$ cat src/rtl/pov_spi_tx.sv
// SPI mode-0 initiator shipping the six POV view vectors MSB first in one ss_n frame.
// Optional POV_TX_SKIP_UNCHANGED_EN suppresses a frame whose vectors equal the last one sent.
module pov_spi_tx #(
  parameter int VEC_BITS = 24,
  parameter int CLK_DIV  = 2
) (
  input  logic                clk,
  input  logic                reset_n,
  input  logic                i_start,
  input  logic [VEC_BITS-1:0] i_playerX,
  input  logic [VEC_BITS-1:0] i_playerY,
  input  logic [VEC_BITS-1:0] i_facingX,
  input  logic [VEC_BITS-1:0] i_facingY,
  input  logic [VEC_BITS-1:0] i_vplaneX,
  input  logic [VEC_BITS-1:0] i_vplaneY,
  output logic                o_busy,
  output logic                o_done,
  output logic                o_sclk,
  output logic                o_mosi,
  output logic                o_ss_n
);

  localparam int FRAME_BITS = 6 * VEC_BITS;
  localparam int CNT_W      = $clog2(FRAME_BITS);
  localparam int DIV_W      = $clog2(CLK_DIV);

  typedef enum logic [2:0] {
    IDLE,
    SETUP,
    SHIFT_HI,
    SHIFT_LO,
    HOLD,
    GAP,
    SKIP
  } state_t;

  state_t                  state;
  logic [FRAME_BITS-1:0]   shreg;
  logic [CNT_W-1:0]        bit_cnt;
  logic [DIV_W-1:0]        div;
  logic                    div_last;
  logic                    skip_hit;
  logic [FRAME_BITS-1:0]   frame_in;

  assign frame_in = {i_playerX, i_playerY, i_facingX, i_facingY, i_vplaneX, i_vplaneY};
  assign div_last = (div == DIV_W'(CLK_DIV - 1));

`ifdef POV_TX_SKIP_UNCHANGED_EN
  logic [FRAME_BITS-1:0] last_sent;

  assign skip_hit = (frame_in == last_sent);

  // Captured at acceptance: the only way to abort a frame is reset, which clears this anyway.
  always_ff @(posedge clk or negedge reset_n) begin
    if (!reset_n) begin
      last_sent <= '0;
    end else if (state == IDLE && i_start && !skip_hit) begin
      last_sent <= frame_in;
    end
  end
`else
  assign skip_hit = 1'b0;
`endif

  always_ff @(posedge clk or negedge reset_n) begin
    if (!reset_n) begin
      state   <= IDLE;
      shreg   <= '0;
      bit_cnt <= '0;
      div     <= '0;
      o_ss_n  <= 1'b1;
      o_sclk  <= 1'b0;
      o_mosi  <= 1'b0;
      o_busy  <= 1'b0;
      o_done  <= 1'b0;
    end else begin
      // NOTE: non-blocking defaults here are overridden by later assignments in the case arms,
      // which is how o_done becomes a single-cycle pulse without an extra clear state.
      o_done <= 1'b0;
      div    <= div_last ? '0 : div + 1'b1;

      case (state)
        IDLE: begin
          div <= '0;
          if (i_start && skip_hit) begin
            o_busy <= 1'b1;
            state  <= SKIP;
          end else if (i_start) begin
            shreg   <= frame_in;
            bit_cnt <= CNT_W'(FRAME_BITS - 1);
            o_ss_n  <= 1'b0;
            o_mosi  <= frame_in[FRAME_BITS-1];
            o_busy  <= 1'b1;
            state   <= SETUP;
          end
        end

        SETUP: begin
          if (div_last) begin
            o_sclk <= 1'b1;
            state  <= SHIFT_HI;
          end
        end

        SHIFT_HI: begin
          if (div_last) begin
            o_sclk <= 1'b0;
            if (bit_cnt == '0) begin
              state <= HOLD;
            end else begin
              // Data changes on the falling edge so it is settled for a full low phase.
              shreg   <= shreg << 1;
              bit_cnt <= bit_cnt - 1'b1;
              o_mosi  <= shreg[FRAME_BITS-2];
              state   <= SHIFT_LO;
            end
          end
        end

        SHIFT_LO: begin
          if (div_last) begin
            o_sclk <= 1'b1;
            state  <= SHIFT_HI;
          end
        end

        HOLD: begin
          if (div_last) begin
            o_ss_n <= 1'b1;
            o_mosi <= 1'b0;
            o_done <= 1'b1;
            state  <= GAP;
          end
        end

        GAP: begin
          if (div_last) begin
            o_busy <= 1'b0;
            state  <= IDLE;
          end
        end

        SKIP: begin
          o_busy <= 1'b0;
          o_done <= 1'b1;
          state  <= IDLE;
        end

        default: state <= IDLE;
      endcase
    end
  end

endmodule

$ cat config.mk
export PLATFORM = sky130hd
export DESIGN_NAME = pov_spi_tx
export DESIGN_NICKNAME = d
export VERILOG_FILES = /design/src/rtl/pov_spi_tx.sv
export SDC_FILE = /design/constraint.sdc
export NUM_CORES = 1
export LEC_CHECK = 0
export CAP_MARGIN = 20
export CORE_MARGIN = 2
export CORE_UTILIZATION = 35
export CTS_CLUSTER_DIAMETER = 50
export DETAILED_ROUTE_END_ITERATION = 10
export SLEW_MARGIN = 10
export SYNTH_ARGS = -nofsm -noshare
export SYNTH_HDL_FRONTEND = slang
export SYNTH_SLANG_ARGS = --single-unit
$ cat constraint.sdc
create_clock -name clk -period 2.5 [get_ports clk]
set_input_delay 0.625 -clock clk [delete_from_list [all_inputs] [get_ports clk]]
set_output_delay 0.625 -clock clk [all_outputs]
set_load 0.02 [all_outputs]
==> key figures, run 1 <==
Status
  • Status: finished clean

Logic synthesis
  • Mean area per synthesized cell: approximately 8.5 µm²
  • Sequential area share after synthesis: between 50% and 60%
  • Distinct cells, synth: between 40 and 50
  • Post-synth top cells: nand2_1, dfrtp_1, nor3_1
  • Register bit total from synthesis: 160
  • Number of synthesized flops with an enable pin: 0
  • Most frequent cell after synthesis: nand2_1
  • Post-synth top area share: 52.3%
  • Synthesized instance count: around 890
  • Netlist Area Pre-Place: ~7600 µm²
  • Largest area contributor in the netlist: dfrtp_1
  • Leading post-synthesis cells by cell area: dfrtp_1, nand2_1, a31oi_1, nor3_1, buf_2
  • Yosys warning count: 0
  • FFs w/ async S/R, synth: between 90% and 100%
  • Syn Nets: roughly 1,000
  • Top FF cell, synth: dfrtp_1

Detailed routing
  • Routed wire length: around 21 mm
  • Post-DRT Antenna Nets: 0
  • Detailed Routing Iterations Pass 1: 5
  • Routed len/inst: 16.0 µm
  • Routed vias: 6,958
  • DRT iter0 DRCs: between 500 and 600
  • DRC viols: 0
  • Vias/cell: between 5 and 6

Power and ir drop
  • VDD IR max: about 0.60 mV
  • PwrDens: 1410 nW/µm²
  • Pleak: 4.14 nW
  • Overall Power: approximately 0.014 W

Clock network
  • CTS Hold Bufs: 0
  • Clock Latency Late Sink: approximately 0.42 ns
  • CTS tree: done
  • Clock sinks: 160
  • Bufs on Longest Clock Path: 2
  • H-tree depth: 4
  • Post-CTS Resized: 0
  • Cts bufs inserted: 17
  • Root Driver: clkbuf_16
  • Clock transition at path regs: ~0.07 ns
  • Post-CTS Setup Repair Bufs: 0

Setup path
  • Buf/Inv on CP: 1
  • CP delay by family, top: buffers and inverters
  • R2r setup slk: 0.46 ns
  • CP arrival: 1.56 ns
  • Critical path class: flop to primary output
  • Critical path endpoint category: primary output
  • Crit path launch type: flop
  • Cells along the critical path: clkdlybuf4s50_1
  • Slowest stage delay, CP: 0.60 ns
  • Critical Path RT: 1.88 ns
  • Critical-path maximum fanout: 3
  • CP max stage cell: clkdlybuf4s50_1

Place
  • GP Congestion: 0.764
  • HPWL Detailed: between 10 and 15 mm
  • Dpl ws: between 0.15 and 0.2 ns
  • I/O Buffers: between 150 and 200

Floorplanning
  • # rows: 53
  • Die ar.: between 20,000 and 25,000 µm²
  • # IOs: approximately 150
  • Starting Density: between 30 and 40%
  • Die Width: around 150 µm
  • Height of the die: 151 µm
  • Core Box Area: between 20,000 and 25,000 µm²

Timing
  • Slew @ Worst Pin: about 0.65 ns
  • FMAX: approximately 460 MHz
  • Layout Skew: a little over 0.007 ns
  • Setup TNS: 0 ns
  • RSZ-0062 raised after global routing: false
  • Setup WS post-layout: between 0.3 and 0.4 ns
  • Hold slack: 0.122 ns
  • Max-slew headroom: a little under three fifths
  • Final hold viol count: 0
  • Final Slew Violations: 0
  • Final period util: 87.3%
  • Fin crit period: around 2.2 ns
  • Final Setup Violations: 0

Cells and area
  • Share of cells above drive strength 1: 6.97%
  • Nets: 1,154
  • Diodes inserted: 0
  • Area growth, synth to finish: 33.9%

Global routing
  • Met1 usage: between 20% and 30%
  • Largest net degree at the start of global routing: a little under 80
  • Met3 Use GR: 3.28%
  • Global-route wire length before repair: between 30 and 40 mm
  • Global-route usage over all layers: between 10% and 20%
  • Antenna violations before repair: 0
  • Busiest grt layer: met2
  • Total gr overflow: 0
  • Grt met2 use: ~28%
  • Number of global-route vias before repair: 6,695

Run
  • Number of max-cap violations: 0

Min path
  • Min-Delay Path Class: input pin to async pin
==> power by group <==
part	internal (W)	total [W]	switching [W]
clock	0.00201	0.00310	0.00109
combinational	0.00266	0.00649	0.00383
sequential	0.00399	0.00473	0.000746
==> final timing paths <==
path                              end       start  cells past startpoint
max                            o_ss_n      o_ss_n                      1
min                        shreg[124]     reset_n                      1
max reg2reg                bit_cnt[5]  bit_cnt[0]                      6
min reg2reg                  shreg[0]    shreg[0]                      1
max in group asynchronous   shreg[25]     reset_n                      2
min in group clk             shreg[0]    shreg[0]                      1
==> cells by family after synthesis <==
kind of cell,count (synthesis),share of synthesized area (%)
AO/OA/AOI/OAI,174,14.4
adder cells (fa/ha/maj),2,0.329
multiplexers,2,0.296
flip-flops,160,52.6
AND/OR/NAND/NOR,464,26.7
XOR/XNOR,1,0.115
buffers and inverters,90,5.48
==> cells in the final DEF, fill, tap and decap left out, types with 2 or more instances in the layout <==
| cell | count |
|---|---|
| nand2_1 | 290 |
| nor2_1 | 6 |
| buf_4 | 10 |
| o21ai_0 | 5 |
| clkbuf_16 | 17 |
| mux2_2 | 2 |
| nor3_4 | 2 |
| clkdlybuf4s50_1 | 150 |
| o22ai_1 | 3 |
| a21o_1 | 2 |
| dfrtp_1 | 159 |
| a21oi_1 | 10 |
| nand2b_1 | 2 |
| nand4_1 | 2 |
| nor3_1 | 145 |
| nor2b_1 | 2 |
| a31oi_1 | 144 |
| buf_12 | 16 |
| ha_1 | 2 |
| clkinv_4 | 3 |
| inv_1 | 5 |
| bufinv_16 | 7 |
==> state kept, by name, indices dropped and copies added (netlist names) <==
| register | flops |
|---|---|
| shreg | 143 |
| bit_cnt | 8 |
| state | 3 |
| div | 1 |
| o_busy | 1 |
| o_done | 1 |
| o_mosi | 1 |
| o_sclk | 1 |
| o_ss_n | 1 |
==> cell type report <==
cell class | count | area, µm²
fillers | 2066 | 11000
flip-flops and latches | 160 | 4010
multi-input cells | 643 | 3210
repair buffers | 177 | 1910
clock buffers | 19 | 443
well taps | 275 | 344
clock inverters | 13 | 258
inverters | 6 | 22.5
==> metrics by stage <==
step | cells | instance area [µm²] | util [%]
after global routing | 1293 | 10200 | 48.2
final | 1293 | 10200 | 48.2
after CTS | 1293 | 10200 | 48.2
after floorplan | 893 | 7610 | -
after detailed placement | 1261 | 9490 | 44.9
after global placement | 1261 | 9490 | 44.9
==> metal layers <==
| layer | vias up | share of wire (%) |
|---|---|---|
| met4 | 0 | 1.3 |
| li1 | 3355 | - |
| met5 | - | 0 |
| met1 | 3383 | 48 |
| met3 | 20 | 5.7 |
| met2 | 200 | 45 |
(Power assumes the default switching activity.)
==> run 2: changes to the inputs <==
--- a/config.mk
+++ b/config.mk
@@ -7,7 +7,7 @@
 export LEC_CHECK = 0
 export CAP_MARGIN = 20
 export CORE_MARGIN = 2
-export CORE_UTILIZATION = 35
+export CORE_UTILIZATION = 23
 export CTS_CLUSTER_DIAMETER = 50
 export DETAILED_ROUTE_END_ITERATION = 10
 export SLEW_MARGIN = 10
==> run 2 against run 1 <==
Effect of this change:
- wire length increased by 6.6%
- fmax decreased by 1.7%
- global-route usage decreased by 5.5 points
- worst hold slack improved by 0.014 ns
- utilization decreased by 17 points
- largest power group unchanged
- sequential power about the same
- highest routed layer unchanged
- setup slack got worse by 0.037 ns
- critical path type unchanged
==> key figures, run 2 (synthesis results as in run 1) <==
Setup path
  • CP delay by family, top: buffers and inverters (unchanged)
  • Buf/Inv on CP: 1 (unchanged)
  • Worst Setup EP: o_ss_n (unchanged)
  • Crit path depth: 1 (unchanged)
  • Critical Path RT: 1.88 ns (about the same)
  • Critical path endpoint category: primary output (unchanged)
  • Crit path launch type: flop (unchanged)
  • CP max stage cell: clkdlybuf4s50_1 (unchanged)
  • R2r endpoint: shreg[35] (was bit_cnt[5])
  • Cells along the critical path: clkdlybuf4s50_1 (unchanged)
  • Worst setup path start: o_ss_n (unchanged)
  • Critical path class: flop to primary output (unchanged)
  • CP arrival: 1.59 ns (was 1.56 ns)
  • Critical-path maximum fanout: 3 (unchanged)
  • Slowest stage delay, CP: 0.63 ns (was 0.60 ns)
  • Crit Reg-Reg Startpoint: div (was bit_cnt[0])
  • R2r setup slk: 0.44 ns (was 0.46 ns)
  • Worst reg-to-reg path cell count: 5 (was 6)

Timing
  • Setup WS post-layout: 0.281 ns (was 0.319 ns)
  • Max-slew headroom: 48.0% (was 56.4%)
  • Final Slew Violations: 0 (unchanged)
  • Final hold viol count: 0 (unchanged)
  • Layout Skew: 0.00944 ns (was 0.00719 ns)
  • Setup TNS: 0 ns (unchanged)
  • Final Setup Violations: 0 (unchanged)
  • RSZ-0062 raised after global routing: false (unchanged)
  • FMAX: 451 MHz (was 458 MHz)
  • Final period util: 88.7% (was 87.3%)
  • Fin crit period: 2.22 ns (was 2.18 ns)
  • Slew @ Worst Pin: 0.780 ns (was 0.655 ns)

Clock network
  • Post-CTS Setup Repair Bufs: 0 (unchanged)
  • Clock Latency Late Sink: 0.42 ns (about the same)
  • Bufs on Longest Clock Path: 2 (unchanged)
  • H-tree depth: 4 (unchanged)
  • Clock transition at path regs: 0.07 ns (about the same)
  • CTS Hold Bufs: 0 (unchanged)
  • Root Driver: clkbuf_16 (unchanged)
  • Post-CTS Resized: 0 (unchanged)
  • Cts bufs inserted: 17 (unchanged)
  • CTS tree: done (unchanged)
  • Clock sinks: 160 (unchanged)

Cells and area
  • Share of cells above drive strength 1: 6.60% (was 6.97%)
  • Most common cell after layout, fill and taps aside: nand2_1 (unchanged)
  • Nets: 1,151 (was 1,154)
  • Combined area of the multi-input logic cells: 3210 µm² (unchanged)
  • Area occupied by registers: 4010 µm² (unchanged)
  • Diodes inserted: 0 (unchanged)
  • Largest register FFs: 143 (unchanged)
  • Most frequent cells in the layout: nand2_1, dfrtp_1, clkdlybuf4s50_1 (unchanged)
  • Final cell count without fillers: 1,457 (was 1,293)
  • Util after Layout: 31.5% (was 48.2%)
  • Largest regs: shreg x143, bit_cnt x8, state x3 (unchanged)
  • Fillers: 3,379 (was 2,066)
  • Top reg by flops: shreg (unchanged)
  • Area growth, synth to finish: 34.6% (was 33.9%)

Place
  • Dpl ws: 0.166 ns (was 0.173 ns)
  • I/O Buffers: 151 (unchanged)
  • Placed insts: 1,425 (was 1,261)
  • GP Congestion: 0.759 (was 0.764)
  • HPWL Detailed: 13.7 mm (was 12.9 mm)

Floorplanning
  • Die Width: 186 µm (was 151 µm)
  • Starting Density: 23.4% (was 36.0%)
  • Height of the die: 186 µm (was 151 µm)
  • Die ar.: 34,500 µm² (was 22,900 µm²)
  • # IOs: 152 (unchanged)
  • # rows: 66 (was 53)
  • Core Box Area: 32,500 µm² (was 21,200 µm²)

Global routing
  • Global-route usage over all layers: 12.9% (was 18.4%)
  • Largest net degree at the start of global routing: 80 (was 77)
  • Total gr overflow: 0 (unchanged)
  • Number of global-route vias before repair: 6,843 (was 6,695)
  • Antenna violations before repair: 0 (unchanged)
  • Global-route wire length before repair: 35.6 mm (was 33.8 mm)

Status
  • Status: finished clean (unchanged)

Detailed routing
  • Routed vias: 7,000 (was 6,958)
  • Post-DRT Antenna Nets: 0 (unchanged)
  • Routed len/inst: 15.1 µm (was 16.0 µm)
  • DRC viols: 0 (unchanged)
  • DRT iter0 DRCs: 533 (was 548)
  • Detailed Routing Iterations Pass 1: 6 (was 5)
  • Routed wire length: 22.1 mm (was 20.7 mm)
  • Vias/cell: 4.80 (was 5.38)

Power and ir drop
  • PwrDens: 1360 nW/µm² (was 1410 nW/µm²)
  • VDD IR max: 1.03 mV (was 0.602 mV)
  • Pleak: 4.06 nW (was 4.14 nW)
  • Overall Power: 0.0139 W (was 0.0143 W)

Run
  • Number of max-cap violations: 0 (unchanged)

Min path
  • Min-Delay Path Class: input pin to async pin (unchanged)
==> run 2: worst min path at each step <==
stage | to | slack [ns] | depth (start not counted)
6_report | shreg[21] | 0.14 | 1
5_1_grt | shreg[21] | 0.15 | 1
4_1_cts | shreg[21] | 0.13 | 1
3_5_place_dp | bit_cnt[4] | 0.49 | 1
3_3_place_gp | bit_cnt[4] | 0.48 | 1
2_1_floorplan | bit_cnt[0] | 0.33 | 0
==> run 2: layout make-up <==
class	count	share of cell area [%]
flip-flops and latches	160	39.1
repair buffers	174	17.9
clock inverters	11	1.49
inverters	6	0.220
multi-input cells	643	31.3
well taps	442	5.40
clock buffers	21	4.50
==> run 2: per-layer routing <==
metal,up-vias,GRT usage (%),part of all wire (%)
met3,12,2.95,6.3
met1,3428,17.8,47
met2,211,20.3,45
met4,0,3.37,0.92
li1,3349,-,-
met5,-,0,0
==> run 2: power breakdown <==
group | total [W] | internal, W | switching (W) | leakage [nW]
Sequential | 0.00474 | 0.00399 | 0.000754 | 1.80
Combinational | 0.00638 | 0.00251 | 0.00387 | 1.97
Clock | 0.00278 | 0.00164 | 0.00114 | 0.291
==> run 2: per-stage QoR <==
step	hold WS, ns	area (µm²)
6_report	0.136	10200
5_1_grt	0.154	10200
4_1_cts	0.131	10200
3_5_place_dp	0.487	9630
3_3_place_gp	0.481	9630
2_1_floorplan	0.329	7610
==> run 3: changes to the inputs <==
--- a/config.mk
+++ b/config.mk
@@ -5,12 +5,12 @@
 export SDC_FILE = /design/constraint.sdc
 export NUM_CORES = 1
 export LEC_CHECK = 0
+export ABC_AREA = 1
 export CAP_MARGIN = 20
 export CORE_MARGIN = 2
 export CORE_UTILIZATION = 23
 export CTS_CLUSTER_DIAMETER = 50
 export DETAILED_ROUTE_END_ITERATION = 10
-export SLEW_MARGIN = 10
 export SYNTH_ARGS = -nofsm -noshare
 export SYNTH_HDL_FRONTEND = slang
 export SYNTH_SLANG_ARGS = --single-unit
==> constraint.sdc (replaced) <==
create_clock -name clk -period 2.1 [get_ports clk]
set_input_delay 0.525 -clock clk [delete_from_list [all_inputs] [get_ports clk]]
set_output_delay 0.525 -clock clk [all_outputs]
set_load 0.02 [all_outputs]
==> run 3 against run 2 <==
Effect of this change:
- sequential share of layout area decreased by 3.2 points
- sequential power increased by 14%
- clock-buffer cell count shrank 4
- first-iteration DRC count is 0.75% lower
- critical path depth did not move
- non-clock buffer count increased by 8
==> key figures, run 3 <==
Place
  • GP Congestion: 0.769 (was 0.759)
  • I/O Buffers: 151 (unchanged)
  • Placed insts: 1,788 (was 1,425)
  • HPWL Detailed: 14.6 mm (was 13.7 mm)
  • DP Area: 10,500 µm² (was 9630 µm²)

Timing
  • Fin crit period: 1.96 ns
  • Hold slack: 0.465 ns (was 0.136 ns)
  • FMAX: 511 MHz
  • Final Setup Violations: 0 (unchanged)
  • RSZ-0062 raised after global routing: false (unchanged)
  • Final Slew Violations: 0 (unchanged)
  • Setup TNS: 0 ns (unchanged)
  • Final period util: around 93%
  • Max-slew headroom: 49.8% (was 48.0%)
  • Final hold viol count: 0 (unchanged)
  • Slew @ Worst Pin: 0.753 ns (was 0.780 ns)
  • Layout Skew: 0.0108 ns (was 0.00944 ns)

Global routing
  • Global-route usage over all layers: 12.5% (was 12.9%)
  • Global-route wire length before repair: 38.6 mm (was 35.6 mm)
  • Antenna violations before repair: 1 (was 0)
  • Number of global-route vias before repair: 7,682 (was 6,843)
  • Largest net degree at the start of global routing: 118 (was 80)
  • Total gr overflow: 0 (unchanged)

Logic synthesis
  • Top FF cell, synth: dfrtp_1 (unchanged)
  • Synthesized instance count: 1,226 (was 893)
  • Number of synthesized flops with an enable pin: 0 (unchanged)
  • Sequential area share after synthesis: 47.8% (was 52.6%)
  • Most frequent cell after synthesis: nand2_1 (unchanged)
  • Largest area contributor in the netlist: dfrtp_1 (unchanged)
  • Post-synth top area share: 47.4% (was 52.3%)
  • Yosys warning count: 0 (unchanged)
  • Leading post-synthesis cells by cell area: dfrtp_1, nand2_1, nand3_1, buf_2, clkbuf_1 (was dfrtp_1, nand2_1, a31oi_1, nor3_1, buf_2)
  • Netlist Area Pre-Place: 8390 µm² (was 7610 µm²)
  • Mean area per synthesized cell: 6.84 µm² (was 8.52 µm²)
  • FFs w/ async S/R, synth: 100% (unchanged)
  • Distinct cells, synth: 24 (was 48)
  • Post-synth top cells: nand2_1, nand3_1, dfrtp_1 (was nand2_1, dfrtp_1, nor3_1)
  • Register bit total from synthesis: 160 (unchanged)
  • Syn Nets: 1,375 (was 1,042)

Detailed routing
  • Max layer used: met5 (was met4)
  • Routed len/inst: 12.7 µm (was 15.1 µm)
  • Vias/cell: 4.33 (was 4.80)
  • Met1 Routed Length: 11.7 mm (was 10.4 mm)
  • DRC viols: 0 (unchanged)
  • Routed vias: 7,893 (was 7,000)
  • DRT iter0 DRCs: 529 (was 533)
  • DR WL met3: 1.23 mm (was 1.40 mm)
  • Routed wire length: 23.2 mm (was 22.1 mm)
  • Met2 Routed Length: 10.0 mm (about the same)
  • Detailed Routing Iterations Pass 1: 5 (was 6)
  • Post-DRT Antenna Nets: 0 (unchanged)

Cells and area
  • Top reg by flops: shreg (unchanged)
  • Area growth, synth to finish: 32.8% (was 34.6%)
  • Share of cells above drive strength 1: 5.44% (was 6.60%)
  • Fillers: 3,891 (was 3,379)
  • Largest register FFs: 143 (unchanged)
  • Diodes inserted: 0 (unchanged)
  • Final Instance Area: 11,100 µm² (was 10,200 µm²)
  • Final cell count without fillers: 1,822 (was 1,457)
  • Nets: 1,497 (was 1,151)
  • Largest regs: shreg x143, bit_cnt x8, state x3 (unchanged)
  • Most frequent cells in the layout: nand2_1, nand3_1, dfrtp_1 (was nand2_1, dfrtp_1, clkdlybuf4s50_1)
  • Most common cell after layout, fill and taps aside: nand2_1 (unchanged)

Floorplanning
  • # rows: 69 (was 66)
  • # IOs: 152 (unchanged)
  • Die ar.: 38,000 µm² (was 34,500 µm²)
  • Height of the die: 195 µm (was 186 µm)
  • Die Width: 195 µm (was 186 µm)
  • Starting Density: 23.5% (was 23.4%)
  • Core Box Area: 35,700 µm² (was 32,500 µm²)

Setup path
  • R2r setup slk: 0.20 ns (was 0.44 ns)
  • Critical path endpoint category: primary output (unchanged)
  • Critical path class: flop to primary output (unchanged)
  • CP arrival: 1.43 ns (was 1.59 ns)
  • Crit Reg-Reg Startpoint: bit_cnt[0] (was div)
  • Critical-path maximum fanout: 2 (was 3)
  • Critical Path RT: 1.57 ns (was 1.88 ns)
  • R2r endpoint: shreg[64] (was shreg[35])
  • Crit path launch type: flop (unchanged)
  • Worst reg-to-reg path cell count: 10 (was 5)
  • CP delay by family, top: buffers and inverters (unchanged)
  • Slowest stage delay, CP: 0.66 ns (was 0.63 ns)
  • CP max stage cell: clkdlybuf4s50_1 (unchanged)
  • Cells along the critical path: clkdlybuf4s50_1 (unchanged)
  • Buf/Inv on CP: 1 (unchanged)

Clock network
  • H-tree depth: 4 (unchanged)
  • Cts bufs inserted: 17 (unchanged)
  • Bufs on Longest Clock Path: 2 (unchanged)
  • Clock Latency Late Sink: 0.43 ns (was 0.42 ns)
  • Clock sinks: 160 (unchanged)
  • Clock transition at path regs: 0.07 ns (about the same)
  • Root Driver: clkbuf_16 (unchanged)
  • Post-CTS Setup Repair Bufs: 0 (unchanged)
  • CTS tree: done (unchanged)

Min path
  • Min-Delay Path Class: flop to flop (was input pin to async pin)
  • Hold endpoint: o_ss_n
  • Hold Path Origin: o_ss_n
  • Worst hold stages: 2

Power and ir drop
  • Pleak: 5.89 nW (was 4.06 nW)
  • VDD IR max: 0.831 mV (was 1.03 mV)
  • PwrDens: 1580 nW/µm² (was 1360 nW/µm²)

Status
  • Status: finished clean (unchanged)

Run
  • Number of max-cap violations: 0 (unchanged)
==> run 3: worst max path at each step <==
stage | end | depth (start not counted) | slack (ns) | from
after CTS | o_mosi | 1 | 0.09 | o_mosi
final | o_mosi | 1 | 0.14 | o_mosi
after global routing | shreg[94] | 10 | 0.04 | bit_cnt[0]
after global placement | shreg[94] | 9 | 0.11 | i_start
after floorplan | shreg[132] | 9 | 0.49 | bit_cnt[0]
after detailed placement | shreg[128] | 9 | 0.1 | i_start
==> run 3: cells by family after synthesis <==
family,count (synthesis),share of synthesized area [%]
AOI/OAI and AO/OA,7,0.418
buffers and inverters,98,5.77
adders and majority gates,2,0.298
xor gates and xnor gates,1,0.104
and+or+nand+nor,958,45.7
DFF,160,47.8
==> run 3: power by group <==
| part | total [W] | internal, W | switching [W] |
|---|---|---|---|
| registers | 0.00540 | 0.00460 | 0.000793 |
| clock network | 0.00333 | 0.00191 | 0.00142 |
| logic | 0.00885 | 0.00314 | 0.00571 |
| total | 0.0176 | 0.00966 | 0.00792 |
==> run 3: final cells by class <==
| cell class | instances | area [µm²] | share of cell area [%] |
|---|---|---|---|
| timing repair buffer | 182 | 1920 | 17.3 |
| clock buffer | 17 | 425 | 3.82 |
| multi-input combinational | 969 | 3940 | 35.4 |
| sequential | 160 | 4010 | 36.0 |
| inverter | 18 | 72.6 | 0.652 |
| clock inverter | 15 | 195 | 1.75 |
| tap | 461 | 577 | 5.18 |
==> run 3: what timing repair did <==
| item | 4_1_cts | 5_1_grt |
|---|---|---|
| cloned | 0 | 1 |
| pin swaps | 0 | 1 |
| endpoints found under the setup margin | 1 | 1 |
| hold endpoints to repair | 22 | 0 |
| gates resized for setup | 1 | 0 |
| hold buffers | 1 | 0 |
==> run 3: metrics by stage <==
stage	power (W)	utilization [%]	setup slack (ns)
finish	0.0176	31.2	0.141
global route	0.0194	31.2	0.0369
CTS	0.0178	31.1	0.0901
detailed placement	0.0144	29.4	0.0966
global placement	0.0142	29.4	0.111
floorplan	0.0117	-	0.492
==> run 3: metal layers <==
metal / track usage (%) / vias to the layer above
li1: - / 4039
met1: 17.4 / 3637
met2: 19.2 / 199
met3: 3.35 / 16
met4: 2.74 / 2
met5: 0 / -
